File: config.mk
export PLATFORM = sky130hd
export DESIGN_NAME = ysyx_24100029_bhr_spec
export DESIGN_NICKNAME = d
export VERILOG_FILES = /design/src/rtl/ysyx_24100029_bhr_spec.sv
export SDC_FILE = /design/constraint.sdc
export NUM_CORES = 1
export LEC_CHECK = 0
export BUFFER_PORTS_ARGS = -buffer_cell sky130_fd_sc_hd__buf_2
export CORE_MARGIN = 8
export CORE_UTILIZATION = 60
export CTS_CLUSTER_SIZE = 10
export DETAILED_ROUTE_END_ITERATION = 8
export GPL_TIMING_DRIVEN = 0
export PLACE_DENSITY_LB_ADDON = 0.1
export SYNTH_ARGS = -nofsm -noshare
export SYNTH_HDL_FRONTEND = slang
export SYNTH_SLANG_ARGS = --single-unit
File: constraint.sdc
create_clock -name clock -period 3.07 [get_ports clock]
set_clock_uncertainty 0.05 [all_clocks]
set_input_delay 0.614 -clock clock [delete_from_list [all_inputs] [get_ports clock]]
set_output_delay 0.614 -clock clock [all_outputs]
set_load 0.02 [all_outputs]
File: src/rtl/ysyx_24100029_bhr_spec.sv
// Local branch-history table holding a speculative and an architectural copy per entry.
// Define BHR_SPEC_BYPASS_EN to forward same-cycle spec updates and flush state onto the read ports.
module ysyx_24100029_bhr_spec #(
   parameter int HIST_WIDTH  = 3,
   parameter int INDEX_WIDTH = 3,
   parameter int NUM_RD      = 2
) (
   input  logic                             clock,
   input  logic                             reset,
   input  logic [NUM_RD*INDEX_WIDTH-1:0]    rd_index,
   output logic [NUM_RD*HIST_WIDTH-1:0]     rd_value,
   input  logic                             spec_en,
   input  logic [INDEX_WIDTH-1:0]           spec_index,
   input  logic                             spec_taken,
   input  logic                             cmt_en,
   input  logic [INDEX_WIDTH-1:0]           cmt_index,
   input  logic                             cmt_taken,
   input  logic                             flush,
   output logic [(1<<INDEX_WIDTH)-1:0]      diverged
);

   localparam int ENTRIES = 1 << INDEX_WIDTH;

   typedef logic [HIST_WIDTH-1:0] hist_t;

   // Newest outcome lands in bit 0; also correct for a 1-bit history.
   function automatic hist_t shift_in(input hist_t old, input logic b);
      return (old << 1) | hist_t'(b);
   endfunction

   hist_t spec_reg  [ENTRIES];
   hist_t arch_reg  [ENTRIES];
   hist_t arch_next [ENTRIES];

   generate
      for (genvar gi = 0; gi < ENTRIES; gi++) begin : g_entry
         assign arch_next[gi] = (cmt_en && cmt_index == INDEX_WIDTH'(gi))
                                ? shift_in(arch_reg[gi], cmt_taken) : arch_reg[gi];

         // A flush squashes any same-cycle speculative update.
         always_ff @(posedge clock) begin
            if (reset) begin
               arch_reg[gi] <= '0;
               spec_reg[gi] <= '0;
            end else begin
               arch_reg[gi] <= arch_next[gi];
               if (flush)
                  spec_reg[gi] <= arch_next[gi];
               else if (spec_en && spec_index == INDEX_WIDTH'(gi))
                  spec_reg[gi] <= shift_in(spec_reg[gi], spec_taken);
            end
         end

         assign diverged[gi] = (spec_reg[gi] != arch_reg[gi]);
      end

      for (genvar gi = 0; gi < NUM_RD; gi++) begin : g_rd
         logic [INDEX_WIDTH-1:0] idx;
         hist_t                  val;

         assign idx = rd_index[gi*INDEX_WIDTH +: INDEX_WIDTH];

         always_comb begin
            val = spec_reg[idx];
`ifdef BHR_SPEC_BYPASS_EN
            if (flush)
               val = arch_next[idx];
            else if (spec_en && spec_index == idx)
               val = shift_in(spec_reg[idx], spec_taken);
`endif
         end

         assign rd_value[gi*HIST_WIDTH +: HIST_WIDTH] = val;
      end
   endgenerate

endmodule
---- Word-level counts from Yosys, hierarchy flattened ----
Memory sizes are Yosys's and may differ from the RTL's.
Cells that the tools add are included.
operators by class
  muxes and demuxes ....................... 70
  bitwise gates (word level) .............. 40
  reductions and logical operators ........ 18
  equality and inequality tests ........... 22
operators by type and width
  cell                                            count
  2-to-1 mux 3 bit                                32
  OR 3 x 1 -> 3 bit                               16
  2-to-1 mux 1 bit                                38
  == test 3 bit (second input constant)           8
  != test 3 bit                                   8
  OR 1 bit                                        24
  logical AND 1 bit                               16
  == test 3 x 2 -> 1 bit (second input constant)  4
  == test 3 x 1 -> 1 bit (second input constant)  2
  logical NOT 3 bit                               2
word-level totals
  memories kept ........................... 2
  RAM bits ................................ 48
  output and inout port bits .............. 14
  register bits after elaboration ......... 0
  word-level logic and storage cells ...... 152
  input bits .............................. 19
memory list
  name      words  bits a word  rd ports  clocked after memory_dff  wr ports  line  text
  arch_reg  8      3            8         0                         8         32    hist_t arch_reg [ENTRIES];
  spec_reg  8      3            10        0                         8         31    hist_t spec_reg [ENTRIES];

---- Longest topological paths before layout ----
Gate-level depths: netlist of the first run.
  depth in word-level cells ............... 7
  gate-level depth with buffers ........... 5
  mapped depth without buffers ............ 3

---- Least setup slack after synthesis of the first run ----
Ideal clock, no wire load.
  path kind ............................... input to output
  from .................................... in rd_index[1]
  to ...................................... out rd_value[0]
  required time ........................... 2,406 ps
  cell stages on the path ................. 3
  data arrival time ....................... 1,608 ps
  setup slack ............................. 798 ps
  buffers on the path ..................... 1
  cell sequence ........................... buf_2 mux4_2 mux2_2
on the way
  cells in the longest elaborated chain, start to end .. 1
RTL lines
  what                line  text
  from (decl)         10    input logic [NUM_RD*INDEX_WIDTH-1:0] rd_index,
  memory (8 x 3 bit)  --
  to (decl)           11    output logic [NUM_RD*HIST_WIDTH-1:0] rd_value,
No other way between the ends.

---- Final worst setup path of the first run ----
Ends and elaborated chain as after synthesis.

==> results.toml, run 1 <==
[cts]
clockBufferDepth = 2
cts_tree = "yes"
clock-sinks = 48
post_cts_buffers = 0
cts_resized = 0
clock-root-buffer = "clkbuf_8"
ctsHoldBuffers = 0
clk-insertion-delay-late_ns = 0.30
clk_pin_slew_worst_paths_ns = 0.09
cts_max_level = 2
cts_inserted_buffers = 5

[logic_synthesis]
synth_edf_count = 24
syn-cell-area_mm2 = 0.00265
synth_nets = 234
synth-main-ff-cell = "edfxtp_1"
ys_types = 29
ys_warn_count = 0
synth_seq_cells = 48
yosys.area.top_type = "edfxtp_1"
syn_inst = 215
yosysTopAreaCellShare_pct = 27.2
synth-async-reset-ratio_pct = 0
avgSynthCellArea_um2 = 12.3
yosysMostFrequentCell = "nor2_1"
yosys-top-cells-area = "edfxtp_1 27%, dfxtp_1 18%, mux4_2 10%"
synth.yosys.seq_area_share_pct = 45.4

[route]
vias_per_cell = 6.29
route.detailed.drc = 0
drt-total-wl_mm = 6.24
drtIter0Drc = 93
dr.pass1.iters = 4
vias = 1888
ant_nets = 0
avgRoutedWirePerCell_um = 20.8

[placement]
hpwl_mm = 4.79
port_buffers = 25
place_congestion = 0.818

[worst_setup_path]
worstSetupStartpoint = "rd_index[1]"
crit_arrival_ns = 1.82
ff2ff_setup_slack_ns = 2.08
r2r_start = "arch_reg[1][10]"
cp.required_ns = 2.41
worst-path-max-fanout = 6
cp-end-kind = "output pin"
crit_type = "primary input to output pin"
crit_path_start_kind = "primary input"

[floorplanning]
fp.dieH_um = 82.4
die_x_um = 82.4
ios = 33
rows = 24
coreArea_mm2 = 0.00429
dieArea_mm2 = 0.00679
initial_utilization_pct = 61.6

[global_routing]
grt_pass1_vias = 1913
track_usage_pct = 19.8
grt_max_degree = 15
grt_pass1_wl_mm = 10.0
antenna_found_initial = 0
overflow = 0

[timing]
rsz0062_at_grt = "false"
max_freq_mhz = 403
finalSetupViolCount = 0
worstMarginPinSlew_ns = 0.609
min_period_over_period_pct = 80.9
finalMaxSlewViolations = 0
finalSetupTns_ns = 0
slew_headroom_pct = 59.0
finalHoldViolations = 0
layout_min_cycle_time_ns = 2.48

[hold_path]
worstHoldStart = "reset"
hp-class = "primary input to flop"

[finish]
num_antenna_cells = 0
postLayoutCoreUtil_pct = 68.5
fill_cells = 339
syn_to_final_growth_pct = 11.3
drive_above_1_share_pct = 27.4
nets = 266

[pwr]
power_density_mw_per_mm2 = 458
power_w = 0.00135
vdd_ir_drop_max_uv = 271
total_leakage_power_nw = 1.09

[flow_run]
maxCapViolCount = 0

[run_status]
status = "finished clean"
report_power, final:
| group | internal (W) | switching [W] | leakage (nW) |
|---|---|---|---|
| Clock | 0.000242 | 0.000206 | 0.0552 |
| Sequential | 0.000690 | 0.0000227 | 0.461 |
| Combinational | 0.0000802 | 0.000107 | 0.570 |
| Total | 0.00101 | 0.000336 | 1.09 |
cell type report:
class                           count  area, um^2  share of cell area, %
Tap cell                           52        65.1                   2.21
Clock inverter                      2        35.0                   1.19
Sequential cell                    48        1200                   40.8
Multi-Input combinational cell    154        1380                   46.8
Clock buffer                        6        72.6                   2.47
Timing Repair Buffer               25         125                   4.25
Buffer                             13        67.6                   2.30
critical path, cell delays in order:
cell	delay [ns]
buf_2	0.20
mux4_2	0.56
mux2_2	0.29
buf_2	0.16
path summary, 6_finish.rpt:
check                    to  depth (start not counted)
max             rd_value[0]                          4
min          arch_reg[1][3]                          2
max reg2reg  spec_reg[7][1]                          2
min reg2reg  arch_reg[0][8]                          2
placed cells by master (no fill, tap or decap), types with 9 or more instances in the layout:
cell and n:
dfxtp_1 24, buf_2 31, xnor2_1 24, nand3_1 9, mux2i_1 24, mux4_2 12
nor2_1 28, edfxtp_1 24, o2bb2ai_1 24
per-stage QoR:
stage	area (um^2)	std cells	hold slack (ns)	setup WS, ns
2_1_floorplan	2650	215	0.452	0.798
3_3_place_gp	2840	292	0.481	0.608
3_5_place_dp	2840	292	0.488	0.584
4_1_cts	2940	300	0.446	0.580
5_1_grt	2940	300	0.449	0.557
6_report	2940	300	0.452	0.587
logic make-up (layout without fill, tap and decap cells):
kind of cell	Yosys count	after routing	share of synthesized area (%)
and+or+nand+nor	58	58	13.2
DFF	48	48	45.4
muxes	42	42	21.9
AOI/OAI and AO/OA	30	30	9.08
xor gates and xnor gates	24	24	7.95
buffers and inverters	13	46	2.55
per-layer routing:
layer,vias up,global-route usage (%),share of wire (%)
li1,880,-,-
met1,946,26.2,45
met2,57,32.7,48
met3,5,4.22,6.8
met4,0,3.86,0.61
met5,-,0,0
Note: power is estimated with default switching activity, not from simulation.
==> run 2: changes to the inputs <==
- CORE_UTILIZATION: 60 -> 52
- clock period: 3.07 -> 2 ns (I/O delays scaled with it)
==> results.toml, run 2 (synthesis gave the netlist of run 1 again) <==
[worst_setup_path]
crit_type = "flop to output pin"
cp.required_ns = 1.55
worst-path-max-fanout = 3
cp-end-kind = "output pin"
crit_arrival_ns = 1.66
crit_path_start_kind = "flop"

[floorplanning]
die_x_um = 87.3
ios = 33
dieArea_mm2 = 0.00762
initial_utilization_pct = 52.8
rows = 26
fp.dieH_um = 87.3
coreArea_mm2 = 0.00501

[cts]
ctsHoldBuffers = 0
clock-sinks = 48
cts_tree = "yes"
cts_inserted_buffers = 5
cts_max_level = 2
clk-insertion-delay-late_ns = 0.30
clock-root-buffer = "clkbuf_8"
clk_pin_slew_worst_paths_ns = 0.08
clockBufferDepth = 2

[route]
vias = 1893
avgRoutedWirePerCell_um = 18.8
ant_nets = 0
drtIter0Drc = 104
drt-total-wl_mm = 6.37
route.detailed.drc = 0
dr.pass1.iters = 4
vias_per_cell = 5.58

[pwr]
power_density_mw_per_mm2 = 629
vdd_ir_drop_max_uv = 376
power_w = 0.00199
total_leakage_power_nw = 1.21

[flow_run]
maxCapViolCount = 0

[timing]
finalHoldViolations = 0
min_period_over_period_pct = 106
max_freq_mhz = 473
worst_slack_ns = -0.113
rsz0062_at_grt = "true"
worstMarginPinSlew_ns = 0.576
finalMaxSlewViolations = 0
finalSetupViolCount = 6
slew_headroom_pct = 61.2
layout_min_cycle_time_ns = 2.11

[finish]
final_cell_mix = "28 x nor2_1, 25 x buf_2"
multi_input_area_mm2 = 0.00140
fill_cells = 435
final-seq-area_mm2 = 0.00120
nets = 288
design_area_mm2 = 0.00316
syn_to_final_growth_pct = 19.5
postLayoutCoreUtil_pct = 63.1
num_antenna_cells = 0
final_common_cell = "nor2_1"
drive_above_1_share_pct = 33.1

[global_routing]
grt_max_degree = 14
met2_usage_pct = 27.4
grt-busiest-layer = "met2"
grt_pass1_wl_mm = 10.1
antenna_found_initial = 0
gr-usage-met3_pct = 3.30
overflow = 0
track_usage_pct = 17.7
grt_pass1_vias = 1895
grtUsageMet1_pct = 24.1

[placement]
port_buffers = 25
pre_cts_ws_ns = -0.0421
place_congestion = 0.798
hpwl_mm = 4.71
placed_area_mm2 = 0.00286

[run_status]
status = "finished with violations"
violations = "negative setup slack"

[hold_path]
hp-class = "primary input to flop"
==> run 2: cell count changes in the layout (fill, tap and decap cells not counted) <==
cell,before,now
mux2_2,6,0
buf_4,1,23
buf_2,31,25
bufinv_16,1,0
buf_6,1,7
mux2_4,0,6
==> run 2: final cells by class <==
class	count	share of cell area, %
Clock inverter	1	0.158
Buffer	13	2.14
Tap cell	70	2.77
Sequential cell	48	38.0
Multi-Input combinational cell	154	44.3
Clock buffer	6	2.30
Timing Repair Buffer	47	10.4
==> run 2: metrics by stage <==
stage	std cells	setup TNS [ns]	hold WS, ns
after global routing	339	-0.839	0.257
after detailed placement	310	-0.149	0.485
after floorplan	215	0	0.452
after CTS	336	-0.618	0.249
final	339	-0.624	0.247
after global placement	310	-0.129	0.481
==> run 2: timing repair <==
action                     in CTS  in global routing
setup endpoints to repair       6                  6
setup buffers                  19                  3
gates cloned                    0                  0
hold endpoints to repair        0                  0
gates resized for setup        16                  2
==> run 2: worst max-delay path, stage by stage, from the launching register on <==
cell and delay (ns):
edfxtp_1 0.46, mux4_2 0.49, mux2_4 0.29, buf_6 0.13
==> run 2: final timing paths <==
kind	startpoint	end	slack [ns]	depth (start not counted)
setup / recovery	spec_reg[4][1]	rd_value[1]	-0.11	3
hold / removal	reset	arch_reg[1][2]	0.25	2
setup reg to reg	spec_reg[1][1]	spec_reg[1][2]	0.95	2
hold reg to reg	arch_reg[0][8]	arch_reg[0][8]	0.50	2
==> run 2: routing by layer <==
metal  wire [um]  vias to the layer above
li1            -                      920
met1        3030                      919
met2        2940                       48
met3         327                        6
met4          74                        0
met5           0                        -
==> run 2: report_power, final <==
group / internal [W] / switching, W / total [W] / leakage (nW)
clock network: 0.000238 / 0.000312 / 0.000550 / 0.0410
logic: 0.000169 / 0.000181 / 0.000350 / 0.710
registers: 0.00106 / 0.0000271 / 0.00109 / 0.461
total: 0.00147 / 0.000520 / 0.00199 / 1.21
==> run 3: changes to the inputs <==
- CORE_UTILIZATION: 52 -> 45
==> results.toml, run 3 (synthesis gave the netlist of run 1 again) <==
[route]
ant_nets = 0
route.detailed.drc = 0
avgRoutedWirePerCell_um = 18.8
drtIter0Drc = 111
drt-total-wl_mm = 6.47
dr.pass1.iters = 4
vias_per_cell = 5.49
vias = 1890

[cts]
clockBufferDepth = 2
cts_inserted_buffers = 5
clock-sinks = 48
clk-insertion-delay-late_ns = 0.30
clock-root-buffer = "clkbuf_8"
cts_max_level = 2
cts_tree = "yes"
clk_pin_slew_worst_paths_ns = 0.08

[worst_setup_path]
crit_path_end = "rd_value[0]"
r2r_cells = 2
cp-end-kind = "output pin"
crit_arrival_ns = 1.67
worst-path-max-fanout = 3
crit_type = "flop to output pin"
worstSetupStartpoint = "spec_reg[1][0]"
crit_path_start_kind = "flop"
r2r_start = "spec_reg[1][0]"
r2r_end = "spec_reg[1][1]"
cp.required_ns = 1.55
ff2ff_setup_slack_ns = 0.94

[timing]
finalMaxSlewViolations = 0
min_period_over_period_pct = 106
rsz0062_at_grt = "true"
layout_min_cycle_time_ns = 2.12
worst_slack_ns = -0.116
worstMarginPinSlew_ns = 0.644
finalSetupViolCount = 6
finalHoldViolations = 0
max_freq_mhz = 473
finalSetupTns_ns = -0.617
slew_headroom_pct = 56.9

[hold_path]
hp-class = "primary input to flop"

[floorplanning]
die_x_um = 92.7
coreArea_mm2 = 0.00582
rows = 28
dieArea_mm2 = 0.00859
ios = 33
fp.dieH_um = 92.7
initial_utilization_pct = 45.5

[finish]
syn_to_final_growth_pct = 19.9
drive_above_1_share_pct = 32.7
nets = 287
fill_cells = 532
num_antenna_cells = 0
postLayoutCoreUtil_pct = 54.5
final_cell_mix = "28 x nor2_1, 25 x buf_2"
final_common_cell = "nor2_1"

[placement]
port_buffers = 25
hpwl_mm = 4.85
place_congestion = 0.786

[global_routing]
grt_pass1_wl_mm = 10.4
grt_max_degree = 14
antenna_found_initial = 0
track_usage_pct = 15.7
overflow = 0
grt_pass1_vias = 1943

[pwr]
swShare_pct = 25.4
power_density_mw_per_mm2 = 638
intPower_w = 0.00151
p_clk_share_pct = 29.0
p_comb_share_pct = 17.3
p_sw_w = 0.000514
power_frac_seq_pct = 53.7
vdd_ir_drop_max_uv = 344
total_leakage_power_nw = 1.21

[flow_run]
maxCapViolCount = 0

[run_status]
violations = "negative setup slack"
status = "finished with violations"
[run 3: changes by cell type in the layout (fill, tap and decap cells not counted)]
| cell | delta |
|---|---|
| clkinv_2 | -1 |
| clkbuf_8 | +1 |
| clkbuf_1 | +1 |
| buf_4 | -1 |
[run 3: worst min path at each step]
stage,from,cells after the start,end
2_1_floorplan,arch_reg[1][2],2,arch_reg[1][2]
3_3_place_gp,arch_reg[0][8],2,arch_reg[0][8]
3_5_place_dp,arch_reg[1][2],2,arch_reg[1][2]
4_1_cts,reset,2,arch_reg[1][2]
5_1_grt,reset,2,arch_reg[1][2]
6_report,reset,2,arch_reg[1][2]
[run 3: per-stage QoR]
stage                     worst slack (ns)  hold WS (ns)  power, W  std cells  cell area (um^2)
after floorplan                      0.156         0.452   0.00130        215              2650
after global placement             -0.0437         0.482   0.00140        315              2860
after detailed placement           -0.0384         0.487   0.00141        315              2860
after CTS                           -0.109         0.241   0.00204        341              3150
after global routing                -0.151         0.252   0.00211        344              3170
final                               -0.116         0.245   0.00202        344              3170
[run 3: layout make-up]
class / instances / area [um^2] / area share, %
Multi-Input combinational cell: 154 / 1400 / 44.1
Sequential cell: 48 / 1200 / 37.9
Timing Repair Buffer: 46 / 320 / 10.1
Tap cell: 75 / 93.8 / 2.96
Clock buffer: 8 / 90.1 / 2.84
Buffer: 13 / 67.6 / 2.13
[run 3: what timing repair did]
action                                  4_1_cts  5_1_grt
hold buffers                                  0        0
gates cloned                                  0        0
buffers inserted                             18        3
endpoints found under the setup margin        6        6
gates resized for setup                      18        0
[run 3: critical path, stage by stage (launching register included)]
cell      delay [ns]
edfxtp_1        0.47
mux4_2          0.49
mux2_4          0.28
buf_6           0.13
[run 3: power by group through the flow]
stage	Sequential [W]	Clock, W	Combinational [W]
2_1_floorplan	0.00110	0	0.000197
3_3_place_gp	0.00112	0	0.000287
3_5_place_dp	0.00112	0	0.000288
4_1_cts	0.00109	0.000602	0.000348
5_1_grt	0.00109	0.000638	0.000376
6_report	0.00109	0.000587	0.000351
[run 3: metal layers]
layer | routed length, um | GRT usage [%]
met2 | 2920 | 24.4
met5 | 0 | 0
met4 | 58 | 4.03
met3 | 318 | 3.48
met1 | 3170 | 21.7
